==> config.mk <==
export PLATFORM = sky130hd
export DESIGN_NAME = gpu_operand_collector
export DESIGN_NICKNAME = d
export VERILOG_FILES = /design/src/rtl/gpu_operand_collector.sv
export SDC_FILE = /design/constraint.sdc
export NUM_CORES = 1
export LEC_CHECK = 0
export CAP_MARGIN = 20
export CORE_AREA = 10 10 139 141
export CTS_BUF_LIST = sky130_fd_sc_hd__clkbuf_4 sky130_fd_sc_hd__clkbuf_8
export DETAILED_ROUTE_END_ITERATION = 6
export DIE_AREA = 0 0 149 151
export DONT_BUFFER_PORTS = 1
export MAX_ROUTING_LAYER = met4
export PLACE_DENSITY = 0.58
export SLEW_MARGIN = 10
export SYNTH_ARGS = -nofsm -noshare
export SYNTH_HDL_FRONTEND = slang
export SYNTH_SLANG_ARGS = --single-unit
==> constraint.sdc <==
create_clock -name clk -period 2.53 [get_ports clk]
set_input_delay 0.253 -clock clk [delete_from_list [all_inputs] [get_ports clk]]
set_output_delay 0.253 -clock clk [all_outputs]
set_load 0.02 [all_outputs]
==> src/rtl/gpu_operand_collector.sv <==
// gpu_operand_collector
// Collects one or two source operands for an issued instruction from a banked,
// context-offset register file and presents them to the execute stage.
//
// Optional feature: compile with GPU_OPCOLL_BYPASS_EN defined to let a
// writeback that targets the register currently being collected supply the
// operand directly, skipping that bank read.
//
// Handshake semantics (iss_* and op_*): a transfer happens on a rising clk edge
// where valid and ready are both 1; once valid is raised its payload stays
// stable until that transfer. Writeback has no ready and always wins the bank
// port, so a pending read simply waits in its RD state.
//
// fsm_state is a debug view of the FSM: 0 IDLE, 1 RD_A, 2 WAIT_A, 3 RD_B,
// 4 WAIT_B, 5 DONE.
module gpu_operand_collector #(
  parameter int DATA_W = 64,
  parameter int CTX_W  = 3
) (
  input  logic              clk,
  input  logic              rst_n,
  input  logic              iss_valid,
  output logic              iss_ready,
  input  logic [CTX_W-1:0]  iss_ctx,
  input  logic [4:0]        iss_src_a,
  input  logic [4:0]        iss_src_b,
  input  logic              iss_use_b,
  input  logic [4:0]        iss_dst,
  input  logic              wb_valid,
  input  logic [CTX_W-1:0]  wb_ctx,
  input  logic [4:0]        wb_reg,
  input  logic [DATA_W-1:0] wb_data,
  output logic              bank_read,
  output logic              bank_write,
  output logic [CTX_W-1:0]  bank_offset,
  output logic [5:0]        bank_target_reg,
  output logic [DATA_W-1:0] bank_in,
  input  logic [DATA_W-1:0] bank_out,
  input  logic              bank_valid,
  output logic              op_valid,
  input  logic              op_ready,
  output logic [DATA_W-1:0] op_a,
  output logic [DATA_W-1:0] op_b,
  output logic [CTX_W-1:0]  op_ctx,
  output logic [4:0]        op_dst,
  output logic [2:0]        fsm_state
);

  typedef enum logic [2:0] {
    IDLE   = 3'd0,
    RD_A   = 3'd1,
    WAIT_A = 3'd2,
    RD_B   = 3'd3,
    WAIT_B = 3'd4,
    DONE   = 3'd5
  } state_t;

  state_t           state;
  logic [CTX_W-1:0] ctx_q;
  logic [4:0]       src_a_q;
  logic [4:0]       src_b_q;
  logic             use_b_q;
  logic [4:0]       dst_q;

  logic             in_rd;
  logic [4:0]       cur_src;

  assign in_rd   = (state == RD_A) || (state == RD_B);
  assign cur_src = (state == RD_B) ? src_b_q : src_a_q;

`ifdef GPU_OPCOLL_BYPASS_EN
  // A writeback to exactly the register being collected can stand in for the read.
  logic byp_hit;
  assign byp_hit = in_rd && wb_valid && (wb_ctx == ctx_q) && (wb_reg == cur_src);
`endif

  // Bank port: writeback owns it whenever present; a read goes out only in RD_x.
  assign iss_ready       = (state == IDLE);
  assign bank_write      = rst_n && wb_valid;
  assign bank_read       = rst_n && in_rd && !wb_valid;
  assign bank_offset     = wb_valid ? wb_ctx : ctx_q;
  assign bank_target_reg = {1'b0, (wb_valid ? wb_reg : cur_src)};
  assign bank_in         = wb_valid ? wb_data : '0;

  assign op_ctx    = ctx_q;
  assign op_dst    = dst_q;
  assign fsm_state = state;

  // Collector FSM: latch the issue, read A then optionally B, hold results until taken.
  always_ff @(posedge clk) begin
    if (!rst_n) begin
      state    <= IDLE;
      ctx_q    <= '0;
      src_a_q  <= '0;
      src_b_q  <= '0;
      use_b_q  <= 1'b0;
      dst_q    <= '0;
      op_a     <= '0;
      op_b     <= '0;
      op_valid <= 1'b0;
    end else begin
      case (state)
        IDLE: begin
          if (iss_valid) begin
            ctx_q   <= iss_ctx;
            src_a_q <= iss_src_a;
            src_b_q <= iss_src_b;
            use_b_q <= iss_use_b;
            dst_q   <= iss_dst;
            // op_b is cleared here so a single-source op presents zero for it.
            op_a    <= '0;
            op_b    <= '0;
            state   <= RD_A;
          end
        end
        RD_A: begin
`ifdef GPU_OPCOLL_BYPASS_EN
          if (byp_hit) begin
            op_a <= wb_data;
            if (use_b_q) begin
              state <= RD_B;
            end else begin
              state    <= DONE;
              op_valid <= 1'b1;
            end
          end else
`endif
          if (!wb_valid) begin
            state <= WAIT_A;
          end
        end
        WAIT_A: begin
          if (bank_valid) begin
            op_a <= bank_out;
            if (use_b_q) begin
              state <= RD_B;
            end else begin
              state    <= DONE;
              op_valid <= 1'b1;
            end
          end
        end
        RD_B: begin
`ifdef GPU_OPCOLL_BYPASS_EN
          if (byp_hit) begin
            op_b     <= wb_data;
            state    <= DONE;
            op_valid <= 1'b1;
          end else
`endif
          if (!wb_valid) begin
            state <= WAIT_B;
          end
        end
        WAIT_B: begin
          if (bank_valid) begin
            op_b     <= bank_out;
            state    <= DONE;
            op_valid <= 1'b1;
          end
        end
        DONE: begin
          // Leaving DONE goes through one IDLE cycle before the next accept.
          if (op_ready) begin
            op_valid <= 1'b0;
            state    <= IDLE;
          end
        end
        default: begin
          state    <= IDLE;
          op_valid <= 1'b0;
        end
      endcase
    end
  end

endmodule
==> results of run 1 <==
[cells in the final DEF (no fill, tap or decap), types with 5 or more instances in the layout]
master and count:
buf_4 17, dlygate4sd3_1 86, nand2_1 113, inv_6 5
and2_1 66, nand4_1 64, a21boi_0 80, mux2i_1 6
o21ai_0 9, a22oi_1 64, nor2b_1 64, clkbuf_8 18
dfxtp_1 150
[cells in the mapped netlist, drive strengths merged, types with 2 or more instances]
library cell | count | share of area, %
o21ai | 9 | 0.70
nand4 | 64 | 6.2
nor3 | 2 | 0.33
a21oi | 3 | 0.23
and2 | 66 | 6.4
mux2i | 6 | 0.94
a22oi | 64 | 7.5
nand3 | 3 | 0.23
nand2 | 114 | 6.7
dfxtp | 151 | 47
nor2 | 2 | 0.12
buf | 29 | 2.5
mux2 | 4 | 0.70
nor2b | 64 | 6.2
clkbuf | 44 | 2.6
inv | 3 | 0.18
a21boi | 83 | 9.7
[where the power goes]
| part | switching (uW) | internal (uW) |
|---|---|---|
| Clock | 984 | 730 |
| Combinational | 1050 | 453 |
| Sequential | 271 | 2530 |
[sequential cells by signal, summed over array words and instances (netlist names)]
register,count
fsm_state,3
op_a,64
op_b,64
op_ctx,3
op_dst,5
op_valid,1
src_a_q,5
src_b_q,5
use_b_q,1
[worst max-delay path: stages, from the launching register on]
cell and delay [ps]:
dfxtp_1 530, buf_4 250, nand3_1 290, mux2i_1 210, o21ai_0 200, buf_4 180
[path summary, 6_finish.rpt]
path / startpoint / to / slack, ps / cells past startpoint
setup / recovery: fsm_state[1] / bank_target_reg[0] / 180 / 5
hold / removal: rst_n / fsm_state[1] / 100 / 2
setup reg to reg: fsm_state[1] / op_a[45] / 220 / 6
hold reg to reg: src_b_q[0] / src_b_q[0] / 460 / 2
[layer usage]
layer  vias up  wire length [um]  track usage (%)
met5         -                 0                -
met4         0               321             5.84
met3        18              2230             8.00
met2       241             11600             32.5
met1      2701              9340             23.3
li1       2616                 -                -
[repair_timing]
item,4_1_cts,5_1_grt
hold buffers,88,0
resized for setup,0,0
endpoints found under the hold margin,151,0
[cell type report]
class	count	area, um^2	share of cell area (%)
Multi-Input combinational cell	496	3060	39.3
Sequential cell	151	3020	38.8
Timing Repair Buffer	106	1060	13.5
Tap cell	220	275	3.53
Clock buffer	18	248	3.18
Clock inverter	14	114	1.46
Inverter	3	11.3	0.144
Antenna cell	2	5.00	0.0642
[cells by family (layout without fill, tap and decap cells)]
group / after synthesis / after routing / synth area share, %
flops: 151 / 151 / 47.2
other cells: 1 / 3 / 0.0585
buf+inv: 76 / 141 / 5.23
mux: 10 / 10 / 1.64
simple gates: 320 / 320 / 26.8
compound gates: 165 / 165 / 19.1
[per-stage QoR]
stage	setup WS, ps	cell area [um^2]	hold WS [ps]	std cells
after floorplan	655	6410	388	723
after global placement	700	6520	397	888
after detailed placement	655	6520	398	888
after CTS	142	7790	62.6	1008
after global routing	48.8	7800	65.0	1010
final	181	7800	97.8	1010
==> impl_table.tex, run 1 <==
\begin{tabular}{lr}
\hline
Metric & Value \\
\hline
\multicolumn{2}{l}{\textbf{Detailed routing}} \\
\quad Post-DR vias/cell & between 5 and 6 \\
\quad Number of detailed-routing iterations run before antenna repair & 5 \\
\quad Final routed DRC violation total & 0 \\
\quad DRT iter0 DRCs & 273 \\
\quad Total wirelength of the detailed-routed design & 23500 um \\
\quad Via count & 5576 \\
\quad DR WL/cell & between 20 and 25 um \\
\quad Count of nets left with antenna violations after detail routing & 0 \\
\multicolumn{2}{l}{\textbf{Logic synthesis}} \\
\quad Number of instances in the synthesized netlist & 723 \\
\quad Syn. warnings & 0 \\
\quad Post-synth EDFFs & 0 \\
\quad Net count after synthesis & 884 \\
\quad Per-instance average area after synthesis & just under 9 um\^{}2 \\
\quad Async set-or-reset flop fraction in the synthesized netlist & 0\% \\
\quad Proportion of synthesized chip area in sequential cells & 47.2\% \\
\quad Cell area after synthesis & between 6000 and 7000 um\^{}2 \\
\quad Distinct cell type count of the synthesized netlist & 33 \\
\quad Top flip-flop cell by instance count after synthesis & dfxtp\_1 \\
\quad Seq cells post-synth & 151 \\
\multicolumn{2}{l}{\textbf{Pwr}} \\
\quad Total power per unit cell area & between 700 and 800 nW/um\^{}2 \\
\quad Largest voltage drop on the vdd net & 0.417 mV \\
\quad Leak pwr & 0.00262 uW \\
\quad Pwr Total & about 6000 uW \\
\multicolumn{2}{l}{\textbf{Timing}} \\
\quad Setup-failing EPs final & 0 \\
\quad Final period util & 92.8\% \\
\quad RSZ-0062 raised after global routing & false \\
\quad Achievable clock frequency & 0.426 GHz \\
\quad Post-Route Setup TNS & 0 ps \\
\quad Final Hold Fails & 0 \\
\quad Fin. max-slew vios & 0 \\
\quad Worst Tran Pin Value & between 800 and 900 ps \\
\quad Minimum period implied by the final worst setup slack & 2350 ps \\
\quad Setup skew after layout & 12.1 ps \\
\quad Worst slew margin & between 40\% and 50\% \\
\multicolumn{2}{l}{\textbf{Outcome}} \\
\quad Outcome & finished clean \\
\multicolumn{2}{l}{\textbf{GRT}} \\
\quad Maximum number of pins on one net before global-route repair & between 150 and 200 \\
\quad Number of global-route vias before repair & 5531 \\
\quad Gr ovfl total & 0 \\
\quad Initial antenna violation count & 2 \\
\quad First-pass GRT wire length & 34900 um \\
\quad Total global routing track utilization & 20.3\% \\
\multicolumn{2}{l}{\textbf{Setup path}} \\
\quad Endpoint class of the critical path & output port \\
\quad CP startpoint kind & flop \\
\quad WS Path Type & reg -> out \\
\quad Top fanout value on the critical path & 10 \\
\quad Endpoint arrival time on the critical path & 2100 ps \\
\quad CP required & $\sim$2300 ps \\
\multicolumn{2}{l}{\textbf{Job}} \\
\quad Count of max-cap constraint violations & 0 \\
\multicolumn{2}{l}{\textbf{Floorplan}} \\
\quad Floorplan Core Area & 16500 um\^{}2 \\
\quad Die H & 151 um \\
\quad Ports & between 300 and 400 \\
\quad Die footprint & 22500 um\^{}2 \\
\quad Width of the die & 149 um \\
\quad Starting Density & 38.9\% \\
\quad Row count & 47 \\
\multicolumn{2}{l}{\textbf{Layout}} \\
\quad Fraction of final layout cells with drive strength greater than 1 & under 10\% \\
\quad Share of the core filled with cells in the final layout & 47.3\% \\
\quad Synth-to-Final Area Change & 21.6\% \\
\quad Final layout net count & 936 \\
\quad Number of fillers in the final layout & 1515 \\
\multicolumn{2}{l}{\textbf{CTS}} \\
\quad Clock buffer count from CTS & 17 \\
\quad Post-CTS repair timing setup buffer count & 0 \\
\quad TritonCTS clock tree & done \\
\quad Max H-tree Level & 4 \\
\quad Root buffer cell & clkbuf\_8 \\
\quad Worst-case clock buffer depth & 2 \\
\quad Clock insertion delay at the later pin of the skew report & 450 ps \\
\quad Count of clock tree sinks & 151 \\
\quad Clock-pin transition on the worst setup and hold timing paths & 80 ps \\
\multicolumn{2}{l}{\textbf{Place}} \\
\quad Post-DP HPWL & 16500 um \\
\quad Placer Congestion & between 0.8 and 0.9 \\
\quad IO Port Bufs & 0 \\
\multicolumn{2}{l}{\textbf{Worst hold path}} \\
\quad Tightest Hold Check Type & in -> reg \\
\hline
\end{tabular}
Note: power is estimated with default switching activity, not from simulation.
==> run 2: changes to the inputs <==
--- a/config.mk
+++ b/config.mk
@@ -13,6 +13,7 @@
 export DONT_BUFFER_PORTS = 1
 export MAX_ROUTING_LAYER = met4
 export PLACE_DENSITY = 0.58
+export SETUP_SLACK_MARGIN = 0.4
 export SLEW_MARGIN = 10
 export SYNTH_ARGS = -nofsm -noshare
 export SYNTH_HDL_FRONTEND = slang
==> run 2 against run 1 <==
  * First-iteration DRC count is 6.6% higher
  * Via count is 0.84% higher
  * Die area stayed put
  * Cell area is 0.66% higher
  * Combinational power hardly changed
  * Setup slack better by 270 ps
  * Critical path type is now reg -> reg
==> impl_table.tex, run 2 (synthesis results as in run 1) <==
\begin{tabular}{lr}
\hline
Metric & Value \\
\hline
\multicolumn{2}{l}{\textbf{Setup path}} \\
\quad CP required & 2870 ps (+590 ps) \\
\quad Worst reg2reg setup slack & 450 ps (+230 ps) \\
\quad Top fanout value on the critical path & 36 (+26) \\
\quad Worst r2r src & fsm\_state[1] \\
\quad List of cells traversed by the critical path & nand2b\_1 > a211o\_2 > buf\_6 > a22oi\_1 > nor2b\_1 > dlygate4sd3\_1 \\
\quad Endpoint class of the critical path & flop \\
\quad CP startpoint kind & flop \\
\quad Endpoint arrival time on the critical path & 2410 ps (+310 ps) \\
\quad Slowest cell on crit path & dlygate4sd3\_1 \\
\quad Reg-to-Reg End & op\_a[45] \\
\quad Worst-case reg-to-reg path depth & 6 (unchanged) \\
\quad WS Path Type & reg -> reg \\
\quad Maximum single-stage delay on the critical path & 560 ps (+30 ps) \\
\multicolumn{2}{l}{\textbf{Layout}} \\
\quad Synth-to-Final Area Change & 22.4\% \\
\quad Most common cell after layout, fill and taps aside & dfxtp\_1 \\
\quad Area occupied by multi-input gates & 3080 um\^{}2 (+0.61\%) \\
\quad Number of fillers in the final layout & 1514 (-0.066\%) \\
\quad Fraction of final layout cells with drive strength greater than 1 & 8.48\% (+0.49 points) \\
\quad Storage element area & 3030 um\^{}2 (+0.17\%) \\
\quad Final layout net count & 938 (+0.21\%) \\
\quad Commonest cells after routing, fill and taps aside & 148 x dfxtp\_1, 113 x nand2\_1, 88 x dlygate4sd3\_1 \\
\quad Top Registers & op\_a (64), op\_b (64) \\
\multicolumn{2}{l}{\textbf{Detailed routing}} \\
\quad Total wirelength of the detailed-routed design & 23600 um (+0.16\%) \\
\quad DRT iter0 DRCs & 291 (+6.6\%) \\
\quad Number of detailed-routing iterations run before antenna repair & 6 (+1) \\
\quad Final routed DRC violation total & 0 (unchanged) \\
\quad Post-DR vias/cell & 5.56 (+0.64\%) \\
\quad Via count & 5623 (+0.84\%) \\
\quad DR WL/cell & 23.3 um (about the same) \\
\quad Count of nets left with antenna violations after detail routing & 0 (unchanged) \\
\multicolumn{2}{l}{\textbf{GRT}} \\
\quad Initial antenna violation count & 2 (unchanged) \\
\quad Maximum number of pins on one net before global-route repair & 151 (-1.3\%) \\
\quad Number of global-route vias before repair & 5519 (-0.22\%) \\
\quad Gr ovfl total & 0 (unchanged) \\
\quad Total global routing track utilization & 20.3\% (about the same) \\
\quad First-pass GRT wire length & 34900 um (about the same) \\
\multicolumn{2}{l}{\textbf{Pwr}} \\
\quad Total power per unit cell area & 771 nW/um\^{}2 (-0.12\%) \\
\quad Largest voltage drop on the vdd net & 0.423 mV (+1.6\%) \\
\quad Pwr Total & 6050 uW (+0.53\%) \\
\quad Leak pwr & 0.00264 uW (+0.75\%) \\
\multicolumn{2}{l}{\textbf{Timing}} \\
\quad Final Hold Fails & 0 (unchanged) \\
\quad Minimum period implied by the final worst setup slack & 2080 ps (-273 ps) \\
\quad Post-Route Setup TNS & 0 ps (unchanged) \\
\quad Fin. max-slew vios & 0 (unchanged) \\
\quad Achievable clock frequency & 0.482 GHz (+13\%) \\
\quad Final period util & 82.0\% (-11 points) \\
\quad Setup-failing EPs final & 0 (unchanged) \\
\quad RSZ-0062 raised after global routing & true \\
\quad Worst slew margin & 44.1\% (+0.57 points) \\
\quad Setup skew after layout & 12.3 ps (+0.216 ps) \\
\quad Worst Tran Pin Value & 835 ps (-8.53 ps) \\
\multicolumn{2}{l}{\textbf{CTS}} \\
\quad Clock insertion delay at the later pin of the skew report & 450 ps (about the same) \\
\quad Max H-tree Level & 4 (unchanged) \\
\quad Clock buffer count from CTS & 17 (unchanged) \\
\quad Root buffer cell & clkbuf\_8 \\
\quad Worst-case clock buffer depth & 2 (unchanged) \\
\quad Clock-pin transition on the worst setup and hold timing paths & 90 ps (about the same) \\
\quad TritonCTS clock tree & done \\
\quad Count of clock tree sinks & 151 (unchanged) \\
\multicolumn{2}{l}{\textbf{Floorplan}} \\
\quad Die H & 151 um (unchanged) \\
\quad Row count & 47 (unchanged) \\
\quad Ports & 377 (unchanged) \\
\quad Floorplan Core Area & 16500 um\^{}2 (unchanged) \\
\quad Die footprint & 22500 um\^{}2 (unchanged) \\
\quad Width of the die & 149 um (unchanged) \\
\quad Starting Density & 38.9\% (unchanged) \\
\multicolumn{2}{l}{\textbf{Place}} \\
\quad Placer Congestion & 0.811 (unchanged) \\
\quad Post-DP HPWL & 16500 um (unchanged) \\
\quad IO Port Bufs & 0 (unchanged) \\
\multicolumn{2}{l}{\textbf{Worst hold path}} \\
\quad Tightest Hold Check Type & in -> reg \\
\quad Worst hold path depth & 2 (unchanged) \\
\quad Endpoint of the worst hold path & fsm\_state[1] \\
\quad HP Start & rst\_n \\
\multicolumn{2}{l}{\textbf{Job}} \\
\quad Count of max-cap constraint violations & 0 (unchanged) \\
\multicolumn{2}{l}{\textbf{Outcome}} \\
\quad Outcome & finished clean \\
\hline
\end{tabular}
[run 2: cell count changes in the layout (fill, tap and decap cells not counted), sizes merged]
| cell | before | now |
|---|---|---|
| dlygate4sd3 | 86 | 88 |
[run 2: metrics by stage]
stage / cell area (um^2) / setup slack (ps) / util (%) / cells / hold slack, ps
2_1_floorplan: 6410 / 655 / - / 723 / 388
3_3_place_gp: 6520 / 700 / 39.6 / 888 / 397
3_5_place_dp: 6520 / 655 / 39.6 / 888 / 398
4_1_cts: 7820 / 402 / 47.5 / 1010 / 63.2
5_1_grt: 7850 / 399 / 47.7 / 1012 / 65.4
6_report: 7850 / 454 / 47.7 / 1012 / 98.7
[run 2: how the worst max path moves through the flow]
stage	from	to	slack [ps]	cells after the start
finish	fsm_state[1]	op_a[45]	450	6
global route	fsm_state[1]	op_a[45]	400	6
CTS	fsm_state[1]	bank_target_reg[0]	400	5
detailed placement	fsm_state[1]	bank_target_reg[0]	660	5
global placement	fsm_state[1]	bank_target_reg[4]	700	5
floorplan	fsm_state[2]	bank_target_reg[0]	660	5
[run 2: final cells by class]
cell class	instances	area share [%]
Clock buffer	18	3.16
Tap cell	220	3.51
Timing Repair Buffer	108	13.8
Antenna cell	2	0.0638
Inverter	3	0.143
Sequential cell	151	38.6
Multi-Input combinational cell	496	39.3
Clock inverter	14	1.45
[run 2: repair_timing]
| item | CTS | global route |
|---|---|---|
| setup endpoints to repair | 6 | 9 |
| resized for setup | 3 | 5 |
| endpoints found under the hold margin | 151 | 0 |
| setup buffers | 0 | 0 |
| hold buffers | 90 | 0 |
[run 2: critical path, delay by kind of cell (launching register included)]
family | cells | cell delay, ps
buf+inv | 2 | 760
simple gates | 2 | 220
compound gates | 2 | 580
flops | 1 | 380
[run 2: metal layers]
layer	vias to the layer above	wire (um)	track usage, %
met5	-	0	-
met4	0	369	5.69
met3	28	2310	7.97
met2	266	11500	32.5
met1	2705	9350	23.3
li1	2624	-	-
[run 2: report_power, final]
group	leakage, uW	total (uW)	switching [uW]	internal, uW
Combinational	0.00123	1530	1070	466
Sequential	0.00122	2800	273	2530
Clock	0.000184	1710	981	730
==> run 3: changes to the inputs <==
--- a/config.mk
+++ b/config.mk
@@ -5,11 +5,12 @@
 export SDC_FILE = /design/constraint.sdc
 export NUM_CORES = 1
 export LEC_CHECK = 0
+export ABC_AREA = 1
 export CAP_MARGIN = 20
-export CORE_AREA = 10 10 139 141
+export CORE_AREA = 10 10 137 139
 export CTS_BUF_LIST = sky130_fd_sc_hd__clkbuf_4 sky130_fd_sc_hd__clkbuf_8
 export DETAILED_ROUTE_END_ITERATION = 6
-export DIE_AREA = 0 0 149 151
+export DIE_AREA = 0 0 147 149
 export DONT_BUFFER_PORTS = 1
 export MAX_ROUTING_LAYER = met4
 export PLACE_DENSITY = 0.58
==> constraint.sdc (replaced) <==
create_clock -name clk -period 2 [get_ports clk]
set_input_delay 0.2 -clock clk [delete_from_list [all_inputs] [get_ports clk]]
set_output_delay 0.2 -clock clk [all_outputs]
set_load 0.02 [all_outputs]
==> run 3 against run 2 <==
  * Cell area grew 8.3%
  * Worst hold slack gained 9.9 ps
  * Setup slack got worse by 130 ps
  * Clock power is 34% higher
  * Global-route usage is 1.9 points higher
  * Synthesized area down 3.0%
  * Sequential power up 90%
  * Routed wire length grew 18%
  * Core utilization up 4.9 points
  * Critical path depth fell by 1
==> impl_table.tex, run 3 <==
\begin{tabular}{lr}
\hline
Metric & Value \\
\hline
\multicolumn{2}{l}{\textbf{Detailed routing}} \\
\quad DR WL/cell & 23.0 um (-1.3\%) \\
\quad Post-DR vias/cell & 5.26 (-5.4\%) \\
\quad Via count & 6351 (+13\%) \\
\quad Total wirelength of the detailed-routed design & 27800 um (+18\%) \\
\quad DRT iter0 DRCs & 465 (+60\%) \\
\quad Count of nets left with antenna violations after detail routing & 0 (unchanged) \\
\quad Final routed DRC violation total & 0 (unchanged) \\
\quad Number of detailed-routing iterations run before antenna repair & 7 (+1) \\
\multicolumn{2}{l}{\textbf{Floorplan}} \\
\quad Die H & 149 um (-1.3\%) \\
\quad Die footprint & 21900 um\^{}2 (-2.6\%) \\
\quad Width of the die & 147 um (-1.3\%) \\
\quad Row count & 47 (unchanged) \\
\quad Floorplan Core Area & 16200 um\^{}2 (-1.8\%) \\
\quad Ports & 377 (unchanged) \\
\quad Starting Density & 38.5\% (-0.47 points) \\
\multicolumn{2}{l}{\textbf{Setup path}} \\
\quad Category of cells accounting for the largest share of critical-path delay & flip-flops \\
\quad Count of buffering cells on the critical path with inverters included & 2 (unchanged) \\
\quad Top fanout value on the critical path & 8 (-78\%) \\
\quad Slowest cell on crit path & dfxtp\_4 \\
\quad CP startpoint kind & flop \\
\quad Worst r2r src & fsm\_state[1] \\
\quad Worst-case reg-to-reg path depth & 8 (+2) \\
\quad Critical path origin & fsm\_state[0] \\
\quad Endpoint arrival time on the critical path & 1470 ps (-940 ps) \\
\quad Maximum single-stage delay on the critical path & 390 ps (-170 ps) \\
\quad WS Path Type & reg -> out \\
\quad Reg-to-Reg End & op\_b[35] \\
\quad CP required & 1800 ps (-1070 ps) \\
\quad Worst reg2reg setup slack & 390 ps (-60 ps) \\
\quad Endpoint class of the critical path & output port \\
\quad List of cells traversed by the critical path & inv\_8 > nor2\_4 > buf\_12 > nand2\_2 > a31oi\_4 \\
\multicolumn{2}{l}{\textbf{Logic synthesis}} \\
\quad Most instantiated library cell after synthesis & nand2\_1 \\
\quad Cell area after synthesis & 6220 um\^{}2 (-3.0\%) \\
\quad Per-instance average area after synthesis & 7.09 um\^{}2 (-20\%) \\
\quad Top flip-flop cell by instance count after synthesis & dfxtp\_1 \\
\quad Proportion of synthesized chip area in sequential cells & 48.6\% (+1.4 points) \\
\quad Largest area contributor in the netlist & dfxtp\_1 \\
\quad Leading post-synthesis cells by cell area & dfxtp\_1 49\%, nand2\_1 14\%, a21oi\_1 12\% \\
\quad Post-synth EDFFs & 0 (unchanged) \\
\quad Number of instances in the synthesized netlist & 877 (+21\%) \\
\quad Syn. warnings & 0 (unchanged) \\
\quad Most frequent cells after synthesis & 234 x nand2\_1, 151 x dfxtp\_1, 148 x a21oi\_1 \\
\quad Async set-or-reset flop fraction in the synthesized netlist & 0\% (unchanged) \\
\quad Seq cells post-synth & 151 (unchanged) \\
\quad Distinct cell type count of the synthesized netlist & 25 (-24\%) \\
\quad Net count after synthesis & 1038 (+17\%) \\
\quad Portion of synthesized cell area occupied by the leading cell type & 48.6\% (+1.4 points) \\
\multicolumn{2}{l}{\textbf{GRT}} \\
\quad First-pass GRT wire length & 37200 um (+6.5\%) \\
\quad Initial antenna violation count & 3 (+1) \\
\quad Number of global-route vias before repair & 6080 (+10\%) \\
\quad Total global routing track utilization & 22.2\% (+1.9 points) \\
\quad Maximum number of pins on one net before global-route repair & 75 (-50\%) \\
\quad Gr ovfl total & 0 (unchanged) \\
\multicolumn{2}{l}{\textbf{Timing}} \\
\quad Final period util & 83.7\% \\
\quad Fin. max-slew vios & 0 (unchanged) \\
\quad Minimum period implied by the final worst setup slack & around 1700 ps \\
\quad Worst slew margin & 63.0\% (+19 points) \\
\quad Post-Route Setup TNS & 0 ps (unchanged) \\
\quad Final Hold Fails & 0 (unchanged) \\
\quad Worst Tran Pin Value & 553 ps (-282 ps) \\
\quad Setup-failing EPs final & 0 (unchanged) \\
\quad Achievable clock frequency & 0.597 GHz \\
\quad RSZ-0062 raised after global routing & true \\
\quad Setup skew after layout & 16.9 ps (+4.62 ps) \\
\multicolumn{2}{l}{\textbf{CTS}} \\
\quad Max H-tree Level & 4 (unchanged) \\
\quad Worst-case clock buffer depth & 2 (unchanged) \\
\quad Clock insertion delay at the later pin of the skew report & 450 ps (about the same) \\
\quad Root buffer cell & clkbuf\_8 \\
\quad Clock buffer count from CTS & 17 (unchanged) \\
\quad TritonCTS clock tree & done \\
\quad Clock-pin transition on the worst setup and hold timing paths & 90 ps (about the same) \\
\quad Count of clock tree sinks & 151 (unchanged) \\
\multicolumn{2}{l}{\textbf{Layout}} \\
\quad Final layout net count & 1133 (+21\%) \\
\quad Most common cell after layout, fill and taps aside & nand2\_1 \\
\quad Top Registers & op\_a (64), op\_b (64) \\
\quad Fraction of final layout cells with drive strength greater than 1 & 13.2\% (+4.7 points) \\
\quad Commonest cells after routing, fill and taps aside & 220 x nand2\_1, 148 x a21oi\_1, 145 x dfxtp\_1 \\
\quad Number of fillers in the final layout & 1570 (+3.7\%) \\
\quad Final instance area & 8500 um\^{}2 (+8.3\%) \\
\quad Synth-to-Final Area Change & 36.7\% \\
\multicolumn{2}{l}{\textbf{Worst hold path}} \\
\quad Endpoint of the worst hold path & fsm\_state[0] \\
\quad HP Start & rst\_n \\
\quad Tightest Hold Check Type & in -> reg \\
\quad Worst hold path depth & 3 (+1) \\
\multicolumn{2}{l}{\textbf{Place}} \\
\quad Placer Congestion & 0.995 (+23\%) \\
\quad Post-DP HPWL & 18000 um (+9.2\%) \\
\quad Placed standard-cell area & 6500 um\^{}2 (-0.36\%) \\
\quad IO Port Bufs & 0 (unchanged) \\
\multicolumn{2}{l}{\textbf{Job}} \\
\quad Count of max-cap constraint violations & 0 (unchanged) \\
\multicolumn{2}{l}{\textbf{Outcome}} \\
\quad Outcome & finished clean \\
\multicolumn{2}{l}{\textbf{Pwr}} \\
\quad Leak pwr & 0.00368 uW (+39\%) \\
\quad Largest voltage drop on the vdd net & 0.816 mV (+93\%) \\
\quad Total power per unit cell area & 1450 nW/um\^{}2 (+88\%) \\
\quad Pwr Total & 12300 uW (+100\%) \\
\hline
\end{tabular}
run 3: how the worst max path moves through the flow:
| stage | end | cells after the start | slack [ps] |
|---|---|---|---|
| after detailed placement | bank_target_reg[4] | 5 | 270 |
| final | bank_target_reg[3] | 5 | 330 |
| after CTS | bank_target_reg[4] | 5 | 260 |
| after floorplan | bank_target_reg[0] | 6 | 450 |
| after global placement | bank_target_reg[3] | 6 | 310 |
| after global routing | bank_target_reg[3] | 5 | 250 |
run 3: where the power goes:
part | switching, uW | total (uW) | internal, uW
Clock | 1360 | 2290 | 935
Combinational | 2680 | 4740 | 2050
Sequential | 1520 | 5310 | 3790
Total | 5560 | 12300 | 6780
run 3: repair_timing:
action | CTS | global route
gates resized for setup | 32 | 58
buffers inserted | 6 | 6
gates cloned | 0 | 17
endpoints found under the setup margin | 60 | 109
pin swaps | 8 | 27
hold buffers | 86 | 0
endpoints found under the hold margin | 151 | 0
run 3: logic make-up (layout without fill, tap and decap cells):
family	after synthesis	in the layout	share of synthesized area, %
compound gates	229	229	18.8
buf+inv	146	254	10.5
flops	151	151	48.6
other cells	1	4	0.0603
simple gates	350	350	22.0
run 3: routing by layer:
metal	vias up	global-route usage, %	wire (um)
met2	369	36.9	13900
met4	0	5.70	433
met1	2981	23.5	10200
met3	28	10.6	3190
li1	2973	-	-
met5	-	-	0
run 3: tightest hold or removal path: cells and delay by family:
family                 cells  cell delay, ps
buffers and inverters      1             180
and+or+nand+nor            2             130
run 3: final cells by class:
class / instances / area, um^2 / share of cell area [%]
timing repair buffer: 138 / 1730 / 20.3
multi-input combinational: 580 / 2720 / 32.0
antenna: 3 / 7.51 / 0.0883
clock inverter: 14 / 135 / 1.59
tap: 220 / 275 / 3.24
sequential: 151 / 3040 / 35.7
clock buffer: 18 / 241 / 2.84
inverter: 84 / 353 / 4.15
run 3: metrics by stage:
stage	cells	setup slack (ps)	hold WS, ps	utilization (%)
finish	1208	325	109	52.6
global route	1208	255	109	52.6
CTS	1182	257	107	48.9
detailed placement	1058	271	341	40.2
global placement	1058	315	341	40.2
floorplan	877	448	347	-
